**src/rtl/hwpe_stream_ctrl_fsm.sv**
```systemverilog
// HWPE stream control FSM: sequences N_IN sources, N_OUT sinks, engine and uloop.
// Optional watchdog abort enabled by defining HWPE_FSM_WATCHDOG_EN.
module hwpe_stream_ctrl_fsm #(
   parameter int unsigned N_IN        = 3,
   parameter int unsigned N_OUT       = 1,
   parameter int unsigned CNT_W       = 32,
   parameter int unsigned ITER_W      = 16,
   parameter int unsigned TIMEOUT_CYC = 65535
) (
   input  logic              clk_i,
   input  logic              rst_ni,
   input  logic              clear_i,
   input  logic              start_i,
   input  logic [N_IN-1:0]   in_ready_start_i,
   input  logic [N_OUT-1:0]  out_ready_start_i,
   output logic [N_IN-1:0]   in_req_start_o,
   output logic [N_OUT-1:0]  out_req_start_o,
   input  logic              engine_ready_i,
   input  logic [CNT_W-1:0]  engine_cnt_i,
   input  logic [CNT_W-1:0]  cnt_limit_i,
   output logic              engine_start_o,
   output logic              engine_clear_o,
   output logic              engine_enable_o,
   input  logic              ucode_valid_i,
   input  logic              ucode_done_i,
   output logic              ucode_enable_o,
   output logic              ucode_clear_o,
   output logic              done_o,
   output logic              busy_o,
   output logic [ITER_W-1:0] iter_cnt_o,
   output logic              error_o
);

   typedef enum logic [2:0] {
      IDLE,
      START,
      WAIT,
      COMPUTE,
      UPDATEIDX,
      TERMINATE
   } state_t;

   state_t             state_q, state_d;
   logic [ITER_W-1:0]  iter_q;
   logic               launched_q;
   logic               all_ready;
   logic               launch;
   logic               timeout;
   logic               iter_hit;

   assign all_ready = (&in_ready_start_i) & (&out_ready_start_i);
   assign iter_hit  = (engine_cnt_i == cnt_limit_i);
   assign busy_o     = (state_q != IDLE);
   assign iter_cnt_o = iter_q;

`ifdef HWPE_FSM_WATCHDOG_EN
   localparam int unsigned WD_W = $clog2(TIMEOUT_CYC + 1);
   logic [WD_W-1:0] wd_q;
   logic            wd_state;

   assign wd_state = (state_q == WAIT) || (state_q == UPDATEIDX) ||
                     (state_q == TERMINATE);
   assign timeout  = wd_state && (wd_q == WD_W'(TIMEOUT_CYC));

   // Watchdog counts dwell time in the waiting states, restarts on any move
   always_ff @(posedge clk_i or negedge rst_ni) begin
      if (!rst_ni) begin
         wd_q <= '0;
      end else if (clear_i || !wd_state || (state_d != state_q)) begin
         wd_q <= '0;
      end else begin
         wd_q <= wd_q + 1'b1;
      end
   end
`else
   assign timeout = 1'b0;
`endif

   // State register
   always_ff @(posedge clk_i or negedge rst_ni) begin
      if (!rst_ni) begin
         state_q <= IDLE;
      end else begin
         state_q <= state_d;
      end
   end

   // Iteration counter: cleared at job start, saturating increment per iteration
   always_ff @(posedge clk_i or negedge rst_ni) begin
      if (!rst_ni) begin
         iter_q <= '0;
      end else if (clear_i) begin
         iter_q <= '0;
      end else if ((state_q == IDLE) && start_i) begin
         iter_q <= '0;
      end else if ((state_q == COMPUTE) && iter_hit && (iter_q != '1)) begin
         iter_q <= iter_q + 1'b1;
      end
   end

   // Marks that the single uloop step of this UPDATEIDX visit was issued
   always_ff @(posedge clk_i or negedge rst_ni) begin
      if (!rst_ni) begin
         launched_q <= 1'b0;
      end else if (clear_i) begin
         launched_q <= 1'b0;
      end else begin
         launched_q <= (state_q == UPDATEIDX) && (state_d == UPDATEIDX);
      end
   end

   // Next-state and output decode; launch is a Mealy overlay on the state
   always_comb begin
      state_d         = state_q;
      launch          = 1'b0;
      in_req_start_o  = '0;
      out_req_start_o = '0;
      engine_start_o  = 1'b0;
      engine_clear_o  = 1'b0;
      engine_enable_o = 1'b1;
      ucode_enable_o  = 1'b0;
      ucode_clear_o   = 1'b0;
      done_o          = 1'b0;
      error_o         = 1'b0;
      unique case (state_q)
         IDLE: begin
            engine_clear_o  = 1'b1;
            ucode_clear_o   = 1'b1;
            engine_enable_o = 1'b0;
            if (start_i) state_d = START;
         end
         START: begin
            if (all_ready) launch = 1'b1;
            else           state_d = WAIT;
         end
         WAIT: begin
            engine_enable_o = 1'b0;
            if (timeout) begin
               state_d = IDLE;
               error_o = 1'b1;
            end else if (all_ready) begin
               launch = 1'b1;
            end
         end
         COMPUTE: begin
            engine_start_o = engine_ready_i;
            if (iter_hit) state_d = UPDATEIDX;
         end
         UPDATEIDX: begin
            engine_clear_o = 1'b1;
            if (timeout) begin
               state_d = IDLE;
               error_o = 1'b1;
            end else if (!launched_q) begin
               ucode_enable_o = 1'b1;
            end else if (ucode_valid_i) begin
               if (ucode_done_i)   state_d = TERMINATE;
               else if (all_ready) launch  = 1'b1;
               else                state_d = WAIT;
            end
         end
         TERMINATE: begin
            engine_enable_o = 1'b0;
            if (timeout) begin
               state_d = IDLE;
               error_o = 1'b1;
            end else if (all_ready) begin
               state_d = IDLE;
               done_o  = 1'b1;
            end
         end
         default: state_d = IDLE;
      endcase
      if (launch) begin
         state_d         = COMPUTE;
         in_req_start_o  = '1;
         out_req_start_o = '1;
         engine_start_o  = 1'b1;
         engine_clear_o  = 1'b0;
         engine_enable_o = 1'b1;
      end
      if (clear_i) begin
         state_d         = IDLE;
         in_req_start_o  = '0;
         out_req_start_o = '0;
         engine_start_o  = 1'b0;
         ucode_enable_o  = 1'b0;
         done_o          = 1'b0;
         error_o         = 1'b0;
      end
   end

endmodule

```
**config.mk**
```make
export PLATFORM = sky130hd
export DESIGN_NAME = hwpe_stream_ctrl_fsm
export DESIGN_NICKNAME = d
export VERILOG_FILES = /design/src/rtl/hwpe_stream_ctrl_fsm.sv
export SDC_FILE = /design/constraint.sdc
export NUM_CORES = 1
export LEC_CHECK = 0
export CAP_MARGIN = 30
export CORE_MARGIN = 1
export CORE_UTILIZATION = 38
export DETAILED_ROUTE_END_ITERATION = 12
export PLACE_DENSITY_LB_ADDON = 0.08
export SYNTH_ARGS = -nofsm -noshare
export SYNTH_HDL_FRONTEND = slang
export SYNTH_SLANG_ARGS = --single-unit
```
**constraint.sdc**
```tcl
create_clock -name clk_i -period 2.3 [get_ports clk_i]
set_clock_uncertainty 0.15 [all_clocks]
set_input_delay 0.345 -clock clk_i [delete_from_list [all_inputs] [get_ports clk_i]]
set_output_delay 0.345 -clock clk_i [all_outputs]
set_load 0.02 [all_outputs]
```
Word level (Yosys, flattened, before mapping)

Index checks and enable logic that the tools add are counted.

Output and inout bits: 28
Input bits: 75
Word-level logic and storage cells: 60
Bits in registers: 20

Add/subtract/negate cells: 1
Muxes and demuxes: 36
Bitwise logic cells: 1
Equal/unequal tests: 8
Reductions and logical operators: 11

Operators with widths:

| kind                  | count |
|---|---|
| $mux 16               | 3 |
| $mux 3                | 11 |
| $eq 32x32->1          | 1 |
| $mux 1                | 20 |
| $pmux 3 s6            | 1 |
| $add 16x1->16 const B | 1 |
| $ne 16x16->1 const B  | 1 |
| $eq 3x3->1 const B    | 3 |
| $eq 3x2->1 const B    | 2 |
| $reduce_bool 3->1     | 2 |
| $logic_and 1x1->1     | 4 |
| $reduce_or 2->1       | 2 |
| $eq 3x1->1 const B    | 1 |
| $logic_not 3->1       | 1 |
| $reduce_and 3->1      | 1 |
| $reduce_or 3->1       | 1 |
| $pmux 1 s2            | 1 |
| $and 1x1->1           | 1 |

Depth between registers and ports, before layout

Gate-level depths: netlist of run 1.

Word-level depth: 12
Gate-level depth with buffers: 8
Depth with buffers taken out: 7

Least setup slack after synthesis of run 1

Ideal clock, no wire load.

Path kind: input -> register
Start: input cnt_limit_i[13]
End: register iter_q[14], in the netlist iter_cnt_o[14]
Arrival: 2.024 ns
Path slack: 0.049 ns
Required time: 2.072 ns
Stages on the path: 6
Cells stage by stage: xor2_1 > nor4_2 > nand4_2 > or4_4 > or3_1 > a21oi_1

Longest elaborated chain between the ends: 4

RTL lines:

| item                            | line | text |
|---|---|---|
| from (decl)                     | 20   | `input logic [CNT_W-1:0] cnt_limit_i,` |
| $eq 32x32->1                    | 52   | `assign iter_hit = (engine_cnt_i == cnt_limit_i);` |
| $logic_and 1x1->1 (2 in series) | 96   | `end else if ((state_q == COMPUTE) && iter_hit && (iter_q != '1)) begin` |
| $reduce_bool 3->1 (no line)     | -    |  |
| to (signal assigned)            | 97   | `iter_q <= iter_q + 1'b1;` |
| to (decl)                       | 44   | `logic [ITER_W-1:0] iter_q;` |

No other way between the ends.
A chain may end at the register's enable or synchronous reset.

Worst setup path after layout of run 1

Start: input cnt_limit_i[7]
End: register iter_q[1], in the netlist iter_cnt_o[1]

The elaborated chain is that of the path after synthesis.

==> impl_metrics.yaml, run 1 <==
clocking:
  cts_num_sinks: 20
  hold_buffers: 0
  cts_buffers: 3
  cts_root_buf: "clkbuf_8"
  cts_buffer_depth: 2
  htree_levels: 1
  cts_tree: "built"
  clk_pin_slew_ns: 0.08
  clk_latency_ns: 0.27
drt:
  wl_met1_um: 2250
  highest_layer: "met4"
  met3WireLength_um: 287
  wirelength_um: 5640
  met2_length_um: 2980
  vias: 2073
  wire_per_inst_um: 14.0
  antenna_left: 0
  drt_iter0_drc: 80
  avgViaCountPerCell: 5.13
  drc: 0
  drt_pass1_iterations: 4
placed_design:
  place_ws_ns: -0.513
  numPortBuffers: 101
  gp_congestion: 0.835
  dp_hpwl_um: 4090
  dp.cells: 383
  dpl-instance-area_mm2: 0.00301
setup_path:
  startpoint: "cnt_limit_i[7]"
  cp-start-kind: "input pin"
  path_class: "input pin to flip-flop"
  crit_fanout: 8
  end_kind: "flip-flop"
  critical_path_required_ns: 2.31
  worstPathArrival_ns: 2.23
  r2r_start: "state_q[1]"
timing:
  max-slew-margin-rel_pct: 57.1
  rsz0062_at_grt: "true"
  finalHoldViolCount: 0
  fin_crit_sh_pct: 96.5
  max_slew.worst_pin.slew_ns: 0.637
  min_period_ns: 2.22
  setup_viol: 0
  max_freq_ghz: 0.450
  slew_violations: 0
  setup_ws_ns: 0.0795
  whs_ns: 0.262
floorplan:
  start_util_pct: 39.6
  core-area_mm2: 0.00435
  die_area_mm2: 0.00481
  ios: 103
  die_w_um: 69.4
  die_h_um: 69.4
  num_rows: 24
power:
  pwr_density_cell_mw_per_mm2: 325
  peakVddDrop_mv: 0.463
  seqPwrFrac_pct: 34.5
  p_leak_nw: 1.53
  finalPower_mw: 1.04
  clkPwrFrac_pct: 35.0
  combPwrFrac_pct: 30.5
  swShare_pct: 26.7
  switching_power_uw: 278
  p_int_uw: 762
final_layout:
  final_cell_mix: "45 x buf_4, 38 x dlygate4sd2_1, 30 x xor2_1"
  fin_nets: 429
  antenna_cells: 0
  drive_gt1_share_pct: 26.4
  final_common_cell: "buf_4"
  layout.cells.non_filler: 404
  area_delta_synth_final_pct: 85.8
  stdcell_area_mm2: 0.00320
yosys:
  synth.area.top_cells: "dfrtp_1 29%, xor2_1 16%, nand2_1 5.2%"
  synth_area_mm2: 0.00172
  synth_seq_cells: 20
  synthCells: 208
  synth.top_cell.area_share_pct: 29.0
  yosysSeqAreaShare_pct: 29.0
  syn_area_per_cell_um2: 8.29
  yosysUniqueCellTypes: 42
  syn_nets: 284
  synth_warnings: 0
  yosysTopAreaCell: "dfrtp_1"
hold_path:
  min_path_type: "input pin to asynchronous set/reset pin"
global_route:
  grt_max_degree: 21
  grtUsageTotal_pct: 23.0
  antenna_found_initial: 0
  grt_pass1_wl_um: 9180
  grt_pass1_vias: 2133
  grt-ovfl-total: 0
run:
  cap_violations: 0
outcome:
  outcome: "finished clean"
-- metal layers --
layer	GRT usage [%]	vias up
li1	-	1015
met1	26.3	984
met2	41.4	59
met3	4.22	15
met4	10.4	0
met5	0	-
-- path summary, 6_finish.rpt --
kind / depth (start not counted) / end / slack [ns]
setup / recovery: 9 / iter_cnt_o[1] / 0.08
hold / removal: 2 / launched_q / 0.26
setup reg to reg: 7 / iter_cnt_o[14] / 0.13
hold reg to reg: 2 / iter_cnt_o[11] / 0.44
max in group asynchronous: 2 / state_q[0] / 1.51
min in group clk_i: 2 / iter_cnt_o[11] / 0.44
-- metrics by stage --
stage / setup TNS (ns) / util (%)
6_report: 0 / 73.6
5_1_grt: -0.0832 / 73.6
4_1_cts: -0.0323 / 72.9
3_5_place_dp: -8.49 / 69.2
3_3_place_gp: -7.89 / 69.2
2_1_floorplan: 0 / -
-- power groups by stage --
stage	Combinational (mW)	Clock, mW	Sequential [mW]
final	0.317	0.364	0.359
after global routing	0.345	0.378	0.359
after CTS	0.313	0.365	0.359
after detailed placement	0.332	0	0.365
after global placement	0.329	0	0.365
after floorplan	0.123	0	0.362
-- cells by family after synthesis --
kind of cell | Yosys count | share of synthesized area, %
buffers and inverters | 19 | 5.30
AND/OR/NAND/NOR | 97 | 32.6
XOR/XNOR | 34 | 17.3
AO/OA/AOI/OAI | 29 | 10.8
multiplexers | 7 | 4.06
adder cells (fa/ha/maj) | 1 | 0.726
flip-flops | 20 | 29.0
other | 1 | 0.217
-- what timing repair did --
item,CTS,global route
pin swaps,43,34
resized for setup,83,56
endpoints found under the hold margin,0,0
endpoints found under the setup margin,23,22
setup buffers,13,3
cloned,1,0
-- area by class of cell --
cell class                 instances  area (um2)
clock buffer                       3        41.3
clock inverter                     1        30.0
fill                             358        1150
inverter                           8        30.0
multi-input combinational        169        1200
sequential                        20         500
tap                               52        65.1
timing repair buffer             151        1330
-- flip-flops by register name, indices dropped and copies added (netlist names) --
register,flops
state_q,3
iter_cnt_o,16
launched_q,1
-- critical path, stage by stage --
cell	delay (ns)
dlygate4sd2_1	0.24
xor2_1	0.15
nor4_1	0.25
buf_4	0.16
nand4_1	0.16
nor4b_4	0.47
buf_12	0.18
mux2i_2	0.20
nor2_1	0.06
-- synth_stat cells, drive strengths merged --
cell type,instances
a211o,1
a211oi,1
a21o,3
a21oi,12
a221o,1
a31o,3
a31oi,2
and2,3
and3,3
and4,2
buf,7
clkbuf,4
conb,1
dfrtp,20
ha,1
inv,8
mux2i,7
nand2,24
nand2b,5
nand3,8
nand3b,1
nand4,11
nand4b,1
nor2,18
nor2b,1
nor3,6
nor3b,2
nor4,9
nor4b,1
o2111ai,1
o211ai,1
o21ai,3
o31ai,1
or3,1
or4,1
xnor2,2
xor2,32
No activity file was read; power rests on OpenSTA's default activity.
==> run 2, diff against run 1 <==
--- a/config.mk
+++ b/config.mk
@@ -10,6 +10,7 @@
 export CORE_UTILIZATION = 38
 export DETAILED_ROUTE_END_ITERATION = 12
 export PLACE_DENSITY_LB_ADDON = 0.08
+export SETUP_SLACK_MARGIN = 0.5
 export SYNTH_ARGS = -nofsm -noshare
 export SYNTH_HDL_FRONTEND = slang
 export SYNTH_SLANG_ARGS = --single-unit
==> constraint.sdc (replaced) <==
create_clock -name clk_i -period 2.3 [get_ports clk_i]
set_clock_uncertainty 0.15 [all_clocks]
set_input_delay 0.23 -clock clk_i [delete_from_list [all_inputs] [get_ports clk_i]]
set_output_delay 0.23 -clock clk_i [all_outputs]
set_load 0.02 [all_outputs]
==> run 2 against run 1 <==
First-iteration DRC count up 13%. Power down 7.7%. Sequential share of layout area is 0.78 points lower. Die area unchanged. Sequential power is essentially flat. Count of clock-buffer cells in the layout increased by 1. Combinational power rose by 3%. Routed wire length up 13%. Register-to-register slack better by 0.07 ns. Global-route usage increased by 2.3 points. Worst hold slack worse by 0.11 ns. Cell count grew 1.2%. Largest cell class is now multi-input combinational cells.
==> impl_metrics.yaml, run 2 (synthesis results as in run 1) <==
timing:
  rsz0062_at_grt: "true"
  max_freq_ghz: 0.473
  min_period_ns: 2.11
  max_slew.worst_pin.slew_ns: 0.509
  slew_violations: 0
  setup_ws_ns: 0.187
  whs_ns: 0.154
  setup_viol: 0
  setup_tns_ns: 0
  max-slew-margin-rel_pct: 65.7
  fin_crit_sh_pct: 91.8
  finalHoldViolCount: 0
power:
  pwr_density_cell_mw_per_mm2: 280
  finalPower_uw: 960
  peakVddDrop_mv: 0.321
  p_leak_nw: 1.58
clocking:
  cts_root_buf: "clkbuf_8"
  cts_tree: "built"
  clk_pin_slew_ns: 0.08
  clk_latency_ns: 0.26
  htree_levels: 1
  cts_buffer_depth: 2
  cts_num_sinks: 20
  hold_buffers: 0
  cts_buffers: 3
setup_path:
  slowest_delay_ns: 0.54
  critPathTopFamily: "simple AND/OR/NAND/NOR gates"
  worstPathArrival_ns: 2.15
  path_cells: "dlygate4sd2_1 -> xor2_1 -> nor4_2 -> buf_4 -> nand2_2 -> or4_4 -> or3_4 -> a21oi_2"
  cp_num_buf_inv: 2
  critical_path_required_ns: 2.33
  cp-start-kind: "input pin"
  crit_fanout: 3
  path_class: "input pin to flip-flop"
  critPathSlowestCell: "or4_4"
  end_kind: "flip-flop"
placed_design:
  place_ws_ns: -0.330
  dpl-instance-area_mm2: 0.00300
  gp_congestion: 0.850
  dp.cells: 373
  dp_hpwl_um: 4250
  numPortBuffers: 101
drt:
  wirelength_um: 6350
  drt_pass1_iterations: 4
  drc: 0
  vias: 2062
  antenna_left: 0
  avgViaCountPerCell: 5.04
  wire_per_inst_um: 15.5
  drt_iter0_drc: 90
run:
  cap_violations: 0
final_layout:
  antenna_cells: 0
  area_delta_synth_final_pct: 99.0
  fillCellCount: 318
  final_cell_mix: "44 x buf_4, 27 x xor2_1, 23 x buf_2, 23 x clkdlybuf4s15_1, 22 x clkdlybuf4s50_1"
  drive_gt1_share_pct: 44.3
  layout.cells.non_filler: 409
  final_common_cell: "buf_4"
  seqCellArea_um2: 509
  fin_util_pct: 78.8
  stdcell_area_mm2: 0.00343
  largest_reg_flops: 16
  fin_nets: 434
  multi_input_area_mm2: 0.00140
global_route:
  grt_max_degree: 21
  grt-ovfl-total: 0
  grt_pass1_vias: 2111
  grtUsageTotal_pct: 25.3
  antenna_found_initial: 0
  grt_pass1_wl_um: 10100
floorplan:
  ios: 103
  num_rows: 24
  die_h_um: 69.4
  core-area_mm2: 0.00435
  die_area_mm2: 0.00481
  start_util_pct: 39.6
  die_w_um: 69.4
outcome:
  outcome: "finished clean"
hold_path:
  min_path_type: "input pin to asynchronous set/reset pin"
run 2: where the power goes:
part | switching, mW | internal (mW)
combinational | 0.156 | 0.170
sequential | 0.00301 | 0.355
clock | 0.123 | 0.152
run 2: repair_timing:
action / CTS / global route
endpoints found under the hold margin: 0 / 0
pin swaps: 61 / 18
gates cloned: 2 / 0
endpoints found under the setup margin: 30 / 35
gates resized for setup: 207 / 63
setup buffers: 25 / 5
run 2: final timing paths:
path | slack (ns) | cells after the start | startpoint | end
max | 0.19 | 8 | engine_cnt_i[11] | iter_cnt_o[14]
min | 0.15 | 2 | rst_ni | launched_q
max reg2reg | 0.20 | 6 | iter_cnt_o[10] | iter_cnt_o[14]
min reg2reg | 0.42 | 2 | iter_cnt_o[13] | iter_cnt_o[13]
max in group asynchronous | 1.61 | 2 | rst_ni | iter_cnt_o[2]
min in group clk_i | 0.42 | 2 | iter_cnt_o[13] | iter_cnt_o[13]
run 2: layout make-up:
type,instances,share of cell area (%)
multi-input cells,169,40.7
clock buffers,4,1.60
flip-flops and latches,20,14.8
repair buffers,156,40.1
well taps,52,1.90
inverters,8,0.875
run 2: routing by layer:
metal | GRT usage (%) | part of all wire (%) | vias to the layer above
met2 | 45.0 | 50 | 64
li1 | - | - | 1024
met4 | 2.95 | 0.19 | 0
met3 | 4.51 | 5.3 | 2
met1 | 32.8 | 45 | 972
met5 | 0 | 0 | -
run 2: worst register-to-register path, stage by stage (launching register included):
cell and delay [ns]:
dfrtp_1 0.38, nand4_1 0.17, nor3_4 0.20, nand2_1 0.08
or4_4 0.55, or3_4 0.35, a21oi_2 0.14
